--- src/rtl/led_seq_pkg.sv ---
// Shared state encoding, default widths and prescale-counter sizing for the
// LED pattern sequencer.
package led_seq_pkg;

  typedef enum logic [1:0] {
    IDLE    = 2'd0,
    FETCH   = 2'd1,
    CAPTURE = 2'd2,
    HOLD    = 2'd3
  } state_t;

  localparam int ADDR_W_DEF   = 12;
  localparam int DATA_W_DEF   = 4;
  localparam int PRESCALE_DEF = 50000000;

  function automatic int cnt_width(input int prescale);
    return (prescale > 2) ? $clog2(prescale) : 1;
  endfunction

  localparam int CNT_W_DEF = cnt_width(PRESCALE_DEF);

endpackage

--- src/rtl/led_seq_prescaler.sv ---
// Hold-phase cycle counter: synchronous clear, count enable, and a terminal
// pulse on the last hold cycle (count == PRESCALE-3).
module led_seq_prescaler
  import led_seq_pkg::*;
#(
  parameter int PRESCALE = PRESCALE_DEF
) (
  input  logic clk,
  input  logic rst_n,
  input  logic clr,
  input  logic en,
  output logic tc
);

  localparam int CNT_W = cnt_width(PRESCALE);

  logic [CNT_W-1:0] count_r;

  // Count register: clear wins over enable.
  always_ff @(posedge clk or negedge rst_n) begin
    if (!rst_n) begin
      count_r <= {CNT_W{1'b0}};
    end else if (clr) begin
      count_r <= {CNT_W{1'b0}};
    end else if (en) begin
      count_r <= count_r + CNT_W'(1);
    end
  end

  assign tc = en && (count_r == CNT_W'(PRESCALE - 3));

endmodule

--- src/rtl/led_pattern_sequencer.sv ---
// Steps a 1-cycle-latency pattern ROM at a prescaled rate onto the LEDs.
// Build option: LED_SEQ_BOUNCE_EN selects ping-pong instead of wrap-around addressing.
module led_pattern_sequencer
  import led_seq_pkg::*;
#(
  parameter int PRESCALE = PRESCALE_DEF,
  parameter int ADDR_W   = ADDR_W_DEF,
  parameter int DATA_W   = DATA_W_DEF,
  parameter int ADDR_LO  = 0,
  parameter int ADDR_HI  = 4095
) (
  input  logic              clk,
  input  logic              rst_n,
  input  logic              run,
  input  logic              decouple,
  input  logic [DATA_W-1:0] rom_data,
  output logic [ADDR_W-1:0] rom_addr,
  output logic              rom_en,
  output logic [DATA_W-1:0] led,
  output logic              busy,
  output logic              wrap
);

  state_t            state_r;
  state_t            state_nxt_s;
  logic [ADDR_W-1:0] addr_nxt_s;
  logic              wrap_nxt_s;
  logic              load_led_s;
  logic              clr_s;
  logic              cnt_en_s;
  logic              tc_s;
`ifdef LED_SEQ_BOUNCE_EN
  logic              dir_up_r;
  logic              dir_up_nxt_s;
`endif

  assign clr_s    = (state_r == CAPTURE);
  assign cnt_en_s = (state_r == HOLD) && !decouple;

  led_seq_prescaler #(
    .PRESCALE (PRESCALE)
  ) u_prescaler (
    .clk   (clk),
    .rst_n (rst_n),
    .clr   (clr_s),
    .en    (cnt_en_s),
    .tc    (tc_s)
  );

  // Next-state, address advance and LED load decisions.
  always_comb begin
    state_nxt_s = state_r;
    addr_nxt_s  = rom_addr;
    wrap_nxt_s  = 1'b0;
    load_led_s  = 1'b0;
`ifdef LED_SEQ_BOUNCE_EN
    dir_up_nxt_s = dir_up_r;
`endif
    case (state_r)
      IDLE: begin
        if (run && !decouple) state_nxt_s = FETCH;
        else                  state_nxt_s = IDLE;
      end
      FETCH: begin
        if (decouple) state_nxt_s = IDLE;
        else          state_nxt_s = CAPTURE;
      end
      CAPTURE: begin
        // A decoupled ROM may return garbage, so the partial fetch is dropped.
        if (decouple) begin
          state_nxt_s = IDLE;
        end else begin
          load_led_s  = 1'b1;
          state_nxt_s = run ? HOLD : IDLE;
        end
      end
      HOLD: begin
        if (decouple) begin
          state_nxt_s = IDLE;
        end else if (tc_s) begin
          state_nxt_s = run ? FETCH : IDLE;
`ifdef LED_SEQ_BOUNCE_EN
          // Direction flips on arrival at an endpoint so it is never repeated.
          if (dir_up_r) begin
            addr_nxt_s = rom_addr + ADDR_W'(1);
            if (rom_addr == ADDR_W'(ADDR_HI - 1)) begin
              dir_up_nxt_s = 1'b0;
              wrap_nxt_s   = 1'b1;
            end else begin
              dir_up_nxt_s = 1'b1;
            end
          end else begin
            addr_nxt_s = rom_addr - ADDR_W'(1);
            if (rom_addr == ADDR_W'(ADDR_LO + 1)) begin
              dir_up_nxt_s = 1'b1;
              wrap_nxt_s   = 1'b1;
            end else begin
              dir_up_nxt_s = 1'b0;
            end
          end
`else
          if (rom_addr == ADDR_W'(ADDR_HI)) begin
            addr_nxt_s = ADDR_W'(ADDR_LO);
            wrap_nxt_s = 1'b1;
          end else begin
            addr_nxt_s = rom_addr + ADDR_W'(1);
          end
`endif
        end else if (!run) begin
          state_nxt_s = IDLE;
        end else begin
          state_nxt_s = HOLD;
        end
      end
      default: begin
        state_nxt_s = IDLE;
      end
    endcase
  end

  // State and registered outputs; rom_en/busy are decoded from the next state.
  always_ff @(posedge clk or negedge rst_n) begin
    if (!rst_n) begin
      state_r  <= IDLE;
      rom_addr <= ADDR_W'(ADDR_LO);
      rom_en   <= 1'b0;
      led      <= {DATA_W{1'b0}};
      busy     <= 1'b0;
      wrap     <= 1'b0;
`ifdef LED_SEQ_BOUNCE_EN
      dir_up_r <= 1'b1;
`endif
    end else begin
      state_r  <= state_nxt_s;
      rom_addr <= addr_nxt_s;
      rom_en   <= (state_nxt_s == FETCH) || (state_nxt_s == CAPTURE);
      busy     <= (state_nxt_s != IDLE);
      wrap     <= wrap_nxt_s;
      if (load_led_s) begin
        led <= rom_data;
      end
`ifdef LED_SEQ_BOUNCE_EN
      dir_up_r <= dir_up_nxt_s;
`endif
    end
  end

endmodule

--- config.mk ---
export PLATFORM = sky130hd
export DESIGN_NAME = led_pattern_sequencer
export DESIGN_NICKNAME = d
export VERILOG_FILES = /design/src/rtl/led_seq_pkg.sv /design/src/rtl/led_seq_prescaler.sv /design/src/rtl/led_pattern_sequencer.sv
export SDC_FILE = /design/constraint.sdc
export NUM_CORES = 1
export LEC_CHECK = 0
export CORE_ASPECT_RATIO = 0.7
export CORE_MARGIN = 2
export CORE_UTILIZATION = 55
export CTS_CLUSTER_DIAMETER = 40
export DETAILED_ROUTE_END_ITERATION = 7
export GPL_TIMING_DRIVEN = 0
export PLACE_DENSITY = 0.83
export SLEW_MARGIN = 5
export SYNTH_ARGS = -nofsm -noshare
export SYNTH_HDL_FRONTEND = slang
export SYNTH_SLANG_ARGS = --single-unit
export TNS_END_PERCENT = 100
--- constraint.sdc ---
create_clock -name clk -period 2.5 [get_ports clk]
set_input_delay 0.375 -clock clk [delete_from_list [all_inputs] [get_ports clk]]
set_output_delay 0.375 -clock clk [all_outputs]
set_load 0.03 [all_outputs]
==> flow_metrics.env <==
export IMPL_required_ps=2690
export IMPL_syn_to_final_growth_pct=17.5
export IMPL_pre_cts_ws_ps=11.7
export IMPL_crit_type="flop to flop"
export IMPL_drt_pass1_iter_count=5
export IMPL_postLayoutSetupSlackWorst_ps=291
export IMPL_coreArea_mm2=0.00433
export IMPL_worstSetupStartpointType="flop"
export IMPL_hold_violations=17
export IMPL_rr_endpoint="rom_addr[11]"
export IMPL_postCtsResizedCells=0
export IMPL_clk_latency_ps=320
export IMPL_p_int_uw=1080
export IMPL_synth_seq_cells=47
export IMPL_grt_pass1_vias=2148
export IMPL_ys_top_cells_by_area="dfrtp_1 (48%), o21ai_0 (5.5%), a31oi_1 (4.1%)"
export IMPL_postCtsSetupRepairBufs=0
export IMPL_post_dp_hpwl_mm=4.49
export IMPL_finalSetupTns_ps=0
export IMPL_dieArea_mm2=0.00503
export IMPL_yosysTopAreaCell="dfrtp_1"
export IMPL_synthTopCellsByCount="dfrtp_1 (47), o21ai_0 (27), nand2_1 (26)"
export IMPL_relSlewSlack_pct=50.1
export IMPL_yosysWarnings=0
export IMPL_status="finished with violations"
export IMPL_fmax_mhz=453
export IMPL_port_buffers=26
export IMPL_drtAntennaViolNets=0
export IMPL_gp_congestion=0.903
export IMPL_ys_flop_type="dfrtp_1"
export IMPL_ctsRootBufferMaster="clkbuf_8"
export IMPL_crit_path_max_fanout=10
export IMPL_postLayoutCoreUtil_pct=66.7
export IMPL_min_path_type="primary input to async pin"
export IMPL_reg2reg_depth=6
export IMPL_cp_end_kind="flop"
export IMPL_comb_power_share_pct=13.8
export IMPL_fp_dieW_um=83.9
export IMPL_switchingPower_uw=411
export IMPL_fin_crit_ps=2210
export IMPL_r2r_slack_ps=290
export IMPL_instances_no_fill=356
export IMPL_clockPowerShare_pct=30.9
export IMPL_async_flop_share_pct=100
export IMPL_final_nets=312
export IMPL_grt_first_pass_wirelength_mm=10.6
export IMPL_synth_edf_count=0
export IMPL_final_seq_area_mm2=0.00118
export IMPL_antenna_found_initial=0
export IMPL_wl_per_cell_um=17.4
export IMPL_seq_power_share_pct=55.3
export IMPL_grt_overflow=0
export IMPL_drc=0
export IMPL_syn_cell_area_mm2=0.00246
export IMPL_reg2reg_from="u_prescaler.count_r[11]"
export IMPL_finalPower_uw=1490
export IMPL_synth_top_area_share_pct=47.9
export IMPL_period_share_pct=88.4
export IMPL_violations="hold timing"
export IMPL_grtUsageTotal_pct=27.5
export IMPL_ys_seq_area_share_pct=47.9
export IMPL_drive_above_1_share_pct=7.97
export IMPL_avgSynthCellArea_um2=9.24
export IMPL_hold_slack_ps=-5.48
export IMPL_rsz0062_at_grt="false"
export IMPL_clock_sinks=47
export IMPL_finalWirelength_mm=6.19
export IMPL_yosysMostFrequentCell="dfrtp_1"
export IMPL_maxCapViolCount=0
export IMPL_initial_core_util_pct=56.8
export IMPL_power_density_mw_per_mm2=517
export IMPL_synth_cells=266
export IMPL_cts_buffers=5
export IMPL_row_count=20
export IMPL_nFillCells=354
export IMPL_vias=2309
export IMPL_cts_hold_buffers_added=0
export IMPL_cp_arrival_ps=2400
export IMPL_cts_tree="yes"
export IMPL_fin_skew_ps=13.0
export IMPL_clk_path_buf_depth=2
export IMPL_n_antenna_cell=0
export IMPL_viasPerCell=6.49
export IMPL_setup_viol=0
export IMPL_synth_fp_nets=278
export IMPL_p_leak_uw=0.00118
export IMPL_multi_input_area_mm2=0.00121
export IMPL_slew_viol_final=0
export IMPL_tightest_slew_ps=748
export IMPL_switching_share_pct=27.6
export IMPL_clk_pin_slew_ps=80
export IMPL_first_iter_violations=334
export IMPL_crit_start="u_prescaler.count_r[11]"
export IMPL_cp_endpoint="rom_addr[11]"
export IMPL_dp_cells=348
export IMPL_ys_types=40
export IMPL_pin_count=27
export IMPL_htreeDepth=2
export IMPL_grt_max_degree=31
export IMPL_die_y_um=59.9
export IMPL_vdd_drop_max_mv=0.487
cells in the final DEF, fill, tap and decap left out, drive strengths merged:
cell / Yosys / layout
a21oi: 9 / 9
or3: 2 / 2
nand2b: 1 / 1
nor4: 7 / 7
dfrtp: 47 / 47
ha: 4 / 4
nand2: 27 / 27
clkinv: 0 / 1
a22oi: 1 / 1
clkinvlp: 0 / 1
nor3: 10 / 10
xor2: 5 / 5
clkdlybuf4s50: 0 / 25
o311ai: 1 / 1
o22ai: 2 / 2
nand4bb: 1 / 1
nand4: 14 / 14
a311o: 1 / 1
a21o: 2 / 2
a211o: 1 / 1
mux2i: 1 / 1
and2: 5 / 5
inv: 8 / 8
buf: 2 / 4
or4: 1 / 1
and3b: 1 / 1
o21ai: 38 / 38
nor2: 19 / 19
o31ai: 8 / 8
o41ai: 1 / 1
nand3: 14 / 14
a31oi: 16 / 16
mux2: 4 / 4
nand3b: 2 / 2
and3: 5 / 5
clkbuf: 6 / 12
critical path, stage by stage, from the launching register on:
cell,delay (ps)
dfrtp_1,470
or4_4,580
nor4_4,400
nand2_2,220
buf_6,210
o21ai_2,140
o31ai_2,80
registers in the layout, summed over array words and instances (netlist names):
signal,flops
busy,1
led,4
rom_en,1
wrap,1
rom_addr,12
state_r,2
u_prescaler.count_r,26
metal layers:
layer,up-vias,track usage [%],wire [um]
met5,-,0,0
met4,0,10.1,110
met3,15,6.08,465
met2,106,41.4,2690
met1,1122,39.8,2920
li1,1066,-,-
cell families (layout without fill, tap and decap cells):
logic type / after synthesis / after routing / share of synthesized area (%)
mux: 5 / 5 / 2.24
fa+ha+maj: 4 / 4 / 2.04
flops: 47 / 47 / 47.9
simple gates: 109 / 109 / 23.4
compound gates: 80 / 80 / 19.9
buf+inv: 16 / 51 / 2.80
xor+xnor: 5 / 5 / 1.78
power by group through the flow:
stage,registers [uW],clock network (uW),logic (uW)
6_report,826,461,206
5_1_grt,833,490,225
4_1_cts,826,464,208
3_5_place_dp,841,0,207
3_3_place_gp,838,0,197
2_1_floorplan,882,0,64.3
stage by stage:
step                      hold WS, ps  cell area (um2)
after floorplan                  79.4             2460
after global placement            478             2790
after detailed placement          338             2800
after CTS                        6.25             2890
after global routing             25.7             2890
final                           -5.48             2890
final cells by class:
| type | count | area share, % |
|---|---|---|
| Multi-Input combinational cell | 203 | 42.0 |
| Inverter | 8 | 1.04 |
| Sequential cell | 47 | 40.7 |
| Clock buffer | 6 | 2.51 |
| Buffer | 8 | 1.34 |
| Tap cell | 55 | 2.38 |
| Timing Repair Buffer | 27 | 9.54 |
| Clock inverter | 2 | 0.433 |
worst min path at each step:
stage | to | startpoint | cells after the start | slack [ps]
finish | led[0] | rst_n | 1 | -5
global route | led[0] | rst_n | 1 | 30
CTS | led[0] | rst_n | 1 | 6
detailed placement | led[0] | rst_n | 1 | 340
global placement | u_prescaler.count_r[15] | u_prescaler.count_r[15] | 1 | 480
floorplan | busy | rst_n | 0 | 80
Note: power is estimated with default switching activity, not from simulation.
